[config.mk]
export PLATFORM = sky130hd
export DESIGN_NAME = t05_pack_sched
export DESIGN_NICKNAME = d
export VERILOG_FILES = /design/src/rtl/t05_pack_sched.sv
export SDC_FILE = /design/constraint.sdc
export NUM_CORES = 1
export LEC_CHECK = 0
export CORE_UTILIZATION = 49
export CTS_CLUSTER_DIAMETER = 40
export DETAILED_ROUTE_END_ITERATION = 8
export PLACE_DENSITY = 0.84
export SLEW_MARGIN = 20
export SYNTH_ARGS = -nofsm -noshare
export SYNTH_HDL_FRONTEND = slang
export SYNTH_SLANG_ARGS = --single-unit
[constraint.sdc]
create_clock -name clk -period 3.35 [get_ports clk]
set_input_delay 0.8375 -clock clk [delete_from_list [all_inputs] [get_ports clk]]
set_output_delay 0.8375 -clock clk [all_outputs]
set_load 0.005 [all_outputs]
[src/rtl/t05_pack_sched.sv]
// t05_pack_sched: chunk-to-byte sequencer for the 7-to-8-bit packer with valid/ready source and sink.
// Define T05_PACK_LEN_TRAILER_EN to append a valid-bit-count trailer byte to every stream.
module t05_pack_sched #(
    parameter int CNT_W = 16
) (
    input  logic             clk,
    input  logic             nrst,
    input  logic             start,
    input  logic [CNT_W-1:0] total_chunks,
    output logic             busy,
    output logic             done,
    input  logic             src_valid,
    output logic             src_ready,
    input  logic [6:0]       src_data,
    output logic             pk_en,
    output logic             pk_pulse,
    output logic [6:0]       pk_in,
    output logic             pk_rst_n,
    input  logic [7:0]       pk_out,
    input  logic             pk_out_valid,
    input  logic [6:0]       pk_leftover_data,
    input  logic [2:0]       pk_leftover_count,
    output logic             wr_valid,
    input  logic             wr_ready,
    output logic [7:0]       wr_data,
    output logic             wr_last,
    output logic [CNT_W-1:0] bytes_out
);
`ifdef T05_PACK_LEN_TRAILER_EN
    localparam bit TRL = 1'b1;
`else
    localparam bit TRL = 1'b0;
`endif
    typedef enum logic [2:0] {IDLE, FEED, WAIT, OUT, FLUSH, CLR, DONE, TRAIL} state_t;
    state_t           state_q, state_d;
    logic [CNT_W-1:0] rem_q, rem_d, bytes_q, bytes_d;
    logic [7:0]       data_q, data_d, flush_byte;
    logic [3:0]       bits_q, bits_d;
    logic             pk_rst_n_q;
    // residual bits move to the MSBs, zero padding below
    assign flush_byte = {pk_leftover_data, 1'b0} << (3'd7 - pk_leftover_count);
    assign pk_en      = 1'b1;
    assign pk_in      = src_data;
    assign pk_rst_n   = pk_rst_n_q;
    assign busy       = state_q != IDLE;
    assign done       = state_q == DONE;
    assign bytes_out  = bytes_q;
    always_comb begin
        state_d   = state_q;
        rem_d     = rem_q;
        bytes_d   = bytes_q;
        data_d    = data_q;
        bits_d    = bits_q;
        src_ready = 1'b0;
        pk_pulse  = 1'b0;
        wr_valid  = 1'b0;
        wr_last   = 1'b0;
        wr_data   = data_q;
        case (state_q)
            IDLE: if (start) begin
                rem_d   = total_chunks;
                bytes_d = '0;
                bits_d  = '0;
                state_d = (total_chunks == '0) ? (TRL ? TRAIL : DONE) : FEED;
            end
            FEED: begin
                src_ready = 1'b1;
                if (src_valid) begin
                    pk_pulse = 1'b1;
                    rem_d    = rem_q - CNT_W'(1);
                    state_d  = WAIT;
                end
            end
            WAIT: if (pk_out_valid) begin
                data_d  = pk_out;
                state_d = OUT;
            end else begin
                state_d = (rem_q != '0) ? FEED : FLUSH;
            end
            OUT: begin
                wr_valid = 1'b1;
                wr_last  = !TRL && rem_q == '0 && pk_leftover_count == 3'd0;
                if (wr_ready) begin
                    bytes_d = bytes_q + CNT_W'(1);
                    bits_d  = 4'd8;
                    state_d = (rem_q != '0) ? FEED : (pk_leftover_count != 3'd0) ? FLUSH : CLR;
                end
            end
            FLUSH: begin
                wr_data = flush_byte;
                if (pk_leftover_count == 3'd0) begin
                    state_d = CLR;
                end else begin
                    wr_valid = 1'b1;
                    wr_last  = !TRL;
                    if (wr_ready) begin
                        bytes_d = bytes_q + CNT_W'(1);
                        bits_d  = {1'b0, pk_leftover_count};
                        state_d = CLR;
                    end
                end
            end
            CLR: state_d = TRL ? TRAIL : DONE;
            TRAIL: begin
                wr_valid = 1'b1;
                wr_last  = 1'b1;
                wr_data  = {4'd0, bits_q};
                if (wr_ready) begin
                    bytes_d = bytes_q + CNT_W'(1);
                    state_d = DONE;
                end
            end
            DONE: state_d = IDLE;
        endcase
    end
    always_ff @(posedge clk or negedge nrst) begin
        if (!nrst) begin
            state_q    <= IDLE;
            rem_q      <= '0;
            bytes_q    <= '0;
            data_q     <= '0;
            bits_q     <= '0;
            pk_rst_n_q <= 1'b1;
        end else begin
            state_q    <= state_d;
            rem_q      <= rem_d;
            bytes_q    <= bytes_d;
            data_q     <= data_d;
            bits_q     <= bits_d;
            pk_rst_n_q <= state_d != CLR;
        end
    end
endmodule

# After elaboration in Yosys (flattened, before gate mapping)
# Index checks and enable logic that the tools add are counted.
# Widths: inputs -> output; s select.
[totals]
out_inout_bits = 39
regBits = 48
inputBits = 47
[op_classes]
addsub = 3
reduce_logical = 16
muxes = 31
eq_ne = 13
shifts = 1
[op_table]
columns = ["cell", "count"]
rows = [
  ["$mux 16", 5],
  ["$pmux 16 s3", 1],
  ["$logic_not 16->1", 2],
  ["$pmux 16 s2", 1],
  ["$mux 3", 10],
  ["$pmux 3 s8", 1],
  ["$add 16x1->16 const B", 1],
  ["$mux 4", 4],
  ["$pmux 8 s2", 1],
  ["$reduce_bool 16->1", 1],
  ["$sub 16x1->16 const B", 1],
  ["$eq 3x3->1 const B", 4],
  ["$pmux 4 s3", 1],
  ["$reduce_bool 3->1", 4],
  ["$ne 2x2->1 const B", 5],
  ["$shl 8x3->8", 1],
  ["$eq 3x2->1 const B", 2],
  ["$logic_not 3->1", 2],
  ["$reduce_and 3->1", 2],
  ["$mux 1", 5],
  ["$reduce_and 5->1", 1],
  ["$eq 3x1->1 const B", 1],
  ["$ne 3x3->1 const B", 1],
  ["$pmux 1 s3", 1],
  ["6 further kinds", 6],
]

# Longest topological paths before layout
# Gate-level depths: netlist of the first run.
[depth]
ltp_word = 6
mapped_depth = 8
depth_no_buf = 6

# Worst setup path before layout of the first run
# Ideal clock, no wire load.
[synth_timing]
kind = "input to output"
from = "input port pk_leftover_count[0]"
to = "output port wr_data[6]"
path_stages = 5
t_arrival_ns = 2.090
setup_slack_ns = 0.422
path_buffers = 1
cell_sequence = "clkbuf_1 -> mux4_2 -> nand2_1 -> o21ai_0 -> a22o_1"
[synth_between]
elab_chain_cells = 3
[synth_rtl]
columns = ["item", "line", "rtl"]
rows = [
  ["from (decl)", "22", "input logic [2:0] pk_leftover_count,"],
  ["$sub 3x3->3", "41", "assign flush_byte = {pk_leftover_data, 1'b0} << (3'd7 - pk_leftover_count);"],
  ["$shl 8x3->8", "41", ""],
  ["$pmux 8 s2", "59", "case (state_q)"],
  ["to (decl)", "25", "output logic [7:0] wr_data,"],
]
# Every way passes these cells.

# Final worst setup path of the first run
[layout_timing]
from = "input port pk_leftover_count[0]"
to = "output port wr_last"
[layout_between]
elab_chain_cells = 3
word_cells_on_any_way = 4
[layout_rtl]
columns = ["item", "line", "rtl"]
rows = [
  ["$logic_not 3->1 (*)", "82, 91", ""],
  ["$mux 1 or $logic_and 1x1->1 (tied branches)", "91, 82", ""],
  ["$pmux 1 s3 (*)", "59", ""],
  ["to (decl)", "26", "output logic wr_last,"],
]
# Every way passes the cells marked *; elsewhere a longest branch is shown, timed or not.

==> results of run 1 <==
==> cells by family after synthesis <==
group | share of synthesized area
AOI/OAI and AO/OA | 0.2485
and+or+nand+nor | 0.2359
adders and majority gates | 0.01147
DFF | 0.3674
muxes | 0.06690
buffers and inverters | 0.06881
other | 0.001146
==> power groups by stage <==
| stage | Combinational [mW] | Sequential [mW] | Clock (mW) |
|---|---|---|---|
| 2_1_floorplan | 1.02 | 0.910 | 0 |
| 3_3_place_gp | 1.41 | 0.985 | 0 |
| 3_5_place_dp | 1.47 | 0.996 | 0 |
| 4_1_cts | 1.47 | 0.987 | 0.429 |
| 5_1_grt | 1.63 | 1.03 | 0.446 |
| 6_report | 1.47 | 0.996 | 0.425 |
==> stage by stage <==
stage,util,TNS (ns),worst slack [ns],instances
after floorplan,-,0,0.4224,376
after global placement,0.6354,-1.198,-0.2509,509
after detailed placement,0.6354,-1.370,-0.2655,509
after CTS,0.6575,0,0.0007967,519
after global routing,0.6597,0,0.001612,519
final,0.6597,0,0.06897,519
==> layer usage <==
| metal | share of wire | vias up |
|---|---|---|
| met4 | 0.014 | 0 |
| li1 | - | 1553 |
| met2 | 0.50 | 112 |
| met3 | 0.045 | 12 |
| met5 | 0 | - |
| met1 | 0.44 | 1544 |
==> critical path: cells and delay by family <==
kind                   cells  cell delay [ns]
AO/OA/AOI/OAI              1             0.22
buffers and inverters      3             1.09
AND/OR/NAND/NOR            2             0.29
==> cell type report <==
class	instances	area (um2)	share of cell area
repair buffers	93	903.4	0.2144
multi-input cells	282	1858	0.4410
clock buffers	5	68.82	0.01634
clock inverters	3	42.54	0.01010
well taps	77	96.34	0.02287
inverters	11	41.29	0.009801
flip-flops and latches	48	1202	0.2854
==> flip-flops by register name, indices dropped and copies added, names as in the netlist <==
signal	flops
bits_q	4
bytes_out	16
data_q	8
pk_rst_n	1
rem_q	16
state_q	3
==> final timing paths <==
| check | startpoint | end | slack [ns] | cells after the start |
|---|---|---|---|---|
| setup / recovery | pk_leftover_count[0] | wr_last | 0.07 | 6 |
| hold / removal | bits_q[1]$_DFFE_PN0P_ | bits_q[1]$_DFFE_PN0P_ | 0.51 | 1 |
| setup reg to reg | state_q[0]$_DFF_PN0_ | bytes_out[11]$_DFFE_PN0P_ | 1.05 | 4 |
| hold reg to reg | bits_q[1]$_DFFE_PN0P_ | bits_q[1]$_DFFE_PN0P_ | 0.51 | 1 |
| max in group asynchronous | nrst | rem_q[15]$_DFFE_PN0P_ | 2.40 | 1 |
| min in group asynchronous | nrst | rem_q[6]$_DFFE_PN0P_ | 0.53 | 1 |
==> what timing repair did <==
item                                    CTS  global route
hold buffers                              0             0
pin swaps                                 1             2
gates cloned                              1             0
gates resized for setup                   9             3
endpoints found under the setup margin    9             3
buffers inserted                          1             0
==> cells in the mapped netlist, drive strengths merged (3+ instances only) <==
master	number
a211oi	3
a21oi	23
a22o	5
a22oi	6
a2bb2oi	3
and2	6
and3	4
and4	3
buf	13
clkbuf	22
dfrtp	47
ha	3
inv	11
mux2	9
mux2i	5
mux4	3
nand2	29
nand2b	5
nand3	14
nand4	9
nor2	21
nor3	8
nor4	11
o211ai	5
o21a	3
o21ai	36
o22ai	4
o2bb2ai	8
o31ai	8
or2	4
or3	3
or4	8
==> flow_summary.ini, run 1 <==
[routing]
dr.first_iter.drc_count = 213
drc = 0
final_antenna_net_count = 0
wl_um = 8668
vias = 3221
vias_per_cell = 6.206
drt_first_pass_iters = 5
wire_per_inst_um = 16.70

[timing]
grt_setup_unrepaired = no
timing.final.crit_share = 0.9794
finalCriticalPeriod_ns = 3.281
tightest_slew_ns = 0.8180
clock-skew-final_ns = 0.009449
drv_slew = 0
maxSlewHeadroom = 0.4405
setup_viol = 0
fmax_ghz = 0.3048
hold_viol = 0
holdWs_ns = 0.5132

[power]
p_per_area_nw_per_um2 = 686.7
seqPwrFrac = 0.344
p_int_mw = 1.702
leakage_nw = 1.698
power_frac_clock = 0.147
p_comb_frac = 0.509
ir_drop_mv = 0.5452
power_switching_mw = 1.192
finalPower_mw = 2.893
p_sw_frac = 0.4118

[logic_synthesis]
avgSynthCellArea_um2 = 8.705
synth_ff_type = dfrtp_1
ys_seq_area_frac = 0.3674
yosysUniqueCellTypes = 64
async_reset_ff_frac = 1.000
syn_area_um2 = 3273
yosys.area.top_type = dfrtp_1
ys_ff_latch = 48
synthesis.nets = 426
yosys-top-cells-area = dfrtp_1, o21ai_0, a21oi_1
ys_warn_count = 0
yosysTopAreaCellShare = 0.3593
synth-edff-count = 0
netlist_instances = 376

[clock_network]
cts_buffer_depth = 2
h-tree-depth = 2
tritoncts = done
clock-sinks = 48
clk_pin_slew_ns = 0.10
cts_made_buffers = 5
root_buffer = clkbuf_8
insertion_delay_ns = 0.31

[placed_design]
dp_hpwl_um = 6313
placed_cell_area_um2 = 4058
gp_congestion = 0.8677
portBuffers = 70

[critical_path]
cp_max_fo = 5
cp-end-kind = primary output
crit_chain = dlygate4sd2_1 > bufbuf_16 > nor3_4 > nand2_1 > o21ai_0 > clkdlybuf4s50_1
cpPeakStageDelay_ns = 0.54
crit_type = input pin to primary output
crit_required_ns = 2.51
critPathArrivalTime_ns = 2.44
slowest_stage = clkdlybuf4s50_1
setup.worst_path.start_class = input pin

[cells_and_area]
syn_to_final_growth_pct = 28.71
final_net_count = 491
mostFrequentLayoutCell = clkdlybuf4s50_1
mostFrequentLayoutCells = clkdlybuf4s50_1, dfrtp_1, o21ai_0
drive_gt1_frac = 0.1290
n_fill_cell = 530
fin_area_um2 = 4213
diodes = 0

[floorplan]
floorplan.initialDensity = 0.5125
dieWidth_um = 83.73
dieArea_um2 = 7011
io_pins = 86
fp.dieH_um = 83.73
std_cell_rows = 29
coreArea_um2 = 6386

[global_route]
use_met3 = 0.03660
grt_antenna_before_repair = 0
grt-ovfl-total = 0
grt_max_degree = 49
grt_pass1_vias = 3077
grt_usage = 0.2519
grt_busiest_layer = met2
grt_use_met2 = 0.4220
use_met1 = 0.3417
grt_pass1_wl_um = 14540

[outcome]
run_status = complete, no violations

[hold_path]
hp-class = flip-flop to flip-flop

[flow_run]
max-cap-violations = 0
Power figures use the tool's default switching activity.
==> run 2: changes to the inputs <==
CORE_UTILIZATION = 40   (was 49)
PLACE_DENSITY = 0.72   (was 0.84)
==> run 2 against run 1 <==
Effect of this change: largest power group unchanged; non-clock buffer count is 3 higher; critical endpoint is now wr_data[1]; wire length is 0.17% lower; final cell count is 5.4% higher.
==> flow_summary.ini, run 2 (synthesis results as in run 1) <==
[clock_network]
insertion_delay_ns = 0.31
h-tree-depth = 2
cts_buffer_depth = 2
clk_pin_slew_ns = 0.10
cts_made_buffers = 5
postCtsHoldBufs = 0
tritoncts = done
clock-sinks = 48
root_buffer = clkbuf_8

[cells_and_area]
syn_to_final_growth_pct = 28.94
mostFrequentLayoutCells = clkdlybuf4s50_1, dfrtp_1, o21ai_0
drive_gt1_frac = 0.1393
mostFrequentLayoutCell = clkdlybuf4s50_1
layout.cells.non_filler = 547
final_net_count = 494
diodes = 0
fin_util = 0.5405
n_fill_cell = 746

[power]
ir_drop_mv = 0.3117
power_switching_mw = 1.190
p_comb_frac = 0.509
p_per_area_nw_per_um2 = 688.8
p_sw_frac = 0.4093
leakage_nw = 1.675
power_frac_clock = 0.150
seqPwrFrac = 0.341
p_int_mw = 1.717

[placed_design]
gp_congestion = 0.8808
preCtsSetupSlack_ns = -0.3632
portBuffers = 70
place_inst = 539
dp_hpwl_um = 6288

[timing]
holdWs_ns = 0.5123
finalCriticalPeriod_ns = 3.266
clock-skew-final_ns = 0.01361
setup_slack_ns = 0.08430
setup_viol = 0
drv_slew = 0
maxSlewHeadroom = 0.4471
fmax_ghz = 0.3062
hold_viol = 0
grt_setup_unrepaired = no
timing.final.crit_share = 0.9748
tightest_slew_ns = 0.8294

[routing]
wire_per_inst_um = 15.82
drc = 0
wl_um = 8653
final_antenna_net_count = 0
vias = 3194
drt_first_pass_iters = 4
dr.first_iter.drc_count = 143
vias_per_cell = 5.839

[critical_path]
cp_top_family = buffers and inverters
cp_max_fo = 6
cp-end-kind = primary output
cpPeakStageDelay_ns = 0.49
critPathArrivalTime_ns = 2.43
setup.worst_path.start_class = input pin
crit_chain = dlygate4sd2_1 > buf_4 > nand3_1 > o211ai_1 > o21a_1 > clkdlybuf4s50_1
crit_required_ns = 2.51
crit_type = input pin to primary output
crit_buf_inv = 3
slowest_stage = clkdlybuf4s50_1

[outcome]
run_status = complete, no violations

[floorplan]
floorplan.initialDensity = 0.4192
io_pins = 86
dieArea_um2 = 8549
std_cell_rows = 32
fp.dieH_um = 92.46
dieWidth_um = 92.46
coreArea_um2 = 7807

[global_route]
grt_max_degree = 37
grt-ovfl-total = 0
grt_antenna_before_repair = 0
grt_usage = 0.2136
grt_pass1_vias = 2980
grt_pass1_wl_um = 14630

[flow_run]
max-cap-violations = 0

[hold_path]
hp-class = flip-flop to flip-flop
## run 2: cell count changes in the layout (fill, tap and decap cells not counted), sizes merged
cell / before / now
dlymetal6s2s: 2 / 0
buf: 23 / 27
bufbuf: 1 / 0
dlygate4sd2: 8 / 9
clkinv: 1 / 0
clkbuf: 5 / 6
inv: 11 / 12
## run 2: timing repair
item / in CTS / in global routing
pin swaps: 1 / 0
gates resized for setup: 11 / 3
setup buffers: 0 / 0
endpoints found under the setup margin: 9 / 4
## run 2: final timing paths
check                           slack, ns             startpoint                         to  cells after the start
worst max-delay path                 0.08   pk_leftover_count[1]                 wr_data[1]                      6
worst min-delay path                 0.51  bits_q[1]$_DFFE_PN0P_      bits_q[1]$_DFFE_PN0P_                      1
worst max register to register       0.92   state_q[2]$_DFF_PN0_  bytes_out[11]$_DFFE_PN0P_                      5
worst min register to register       0.51  bits_q[1]$_DFFE_PN0P_      bits_q[1]$_DFFE_PN0P_                      1
max in group asynchronous            2.11                   nrst       rem_q[9]$_DFFE_PN0P_                      2
min in group asynchronous            0.62                   nrst       state_q[2]$_DFF_PN0_                      1
## run 2: stage by stage
stage	cell area [um2]	TNS [ns]	total power, mW
floorplan	3273	0	1.934
global placement	4114	-1.663	2.433
detailed placement	4114	-1.872	2.482
CTS	4223	0	2.909
global route	4220	0	3.130
finish	4220	0	2.907
## run 2: power groups by stage
stage               Combinational [mW]  Sequential (mW)  Clock [mW]
global placement                  1.45            0.985           0
finish                            1.48            0.990       0.436
floorplan                         1.02            0.910           0
global route                      1.64             1.02       0.466
detailed placement                1.49            0.991           0
CTS                               1.48            0.983       0.448
## run 2: area by class of cell
class	count	area [um2]	share of cell area
timing repair buffer	96	874.6	0.2072
tap	102	127.6	0.03024
clock inverter	3	46.29	0.01097
clock buffer	5	68.82	0.01631
multi-input combinational	282	1858	0.4403
sequential	48	1204	0.2852
inverter	11	41.29	0.009784
## run 2: worst reg2reg max path: stages, from the launching register on
cell     delay [ns]
dfrtp_1        0.54
buf_4          0.24
or4b_4         0.60
o211a_2        0.27
or4_1          0.54
a21oi_1        0.17
## run 2: layer usage
metal,track usage,up-vias,part of all wire
li1,-,1561,-
met1,0.2891,1535,0.46
met2,0.3475,88,0.48
met3,0.02956,10,0.049
met4,0.07682,0,0.016
met5,0,-,0
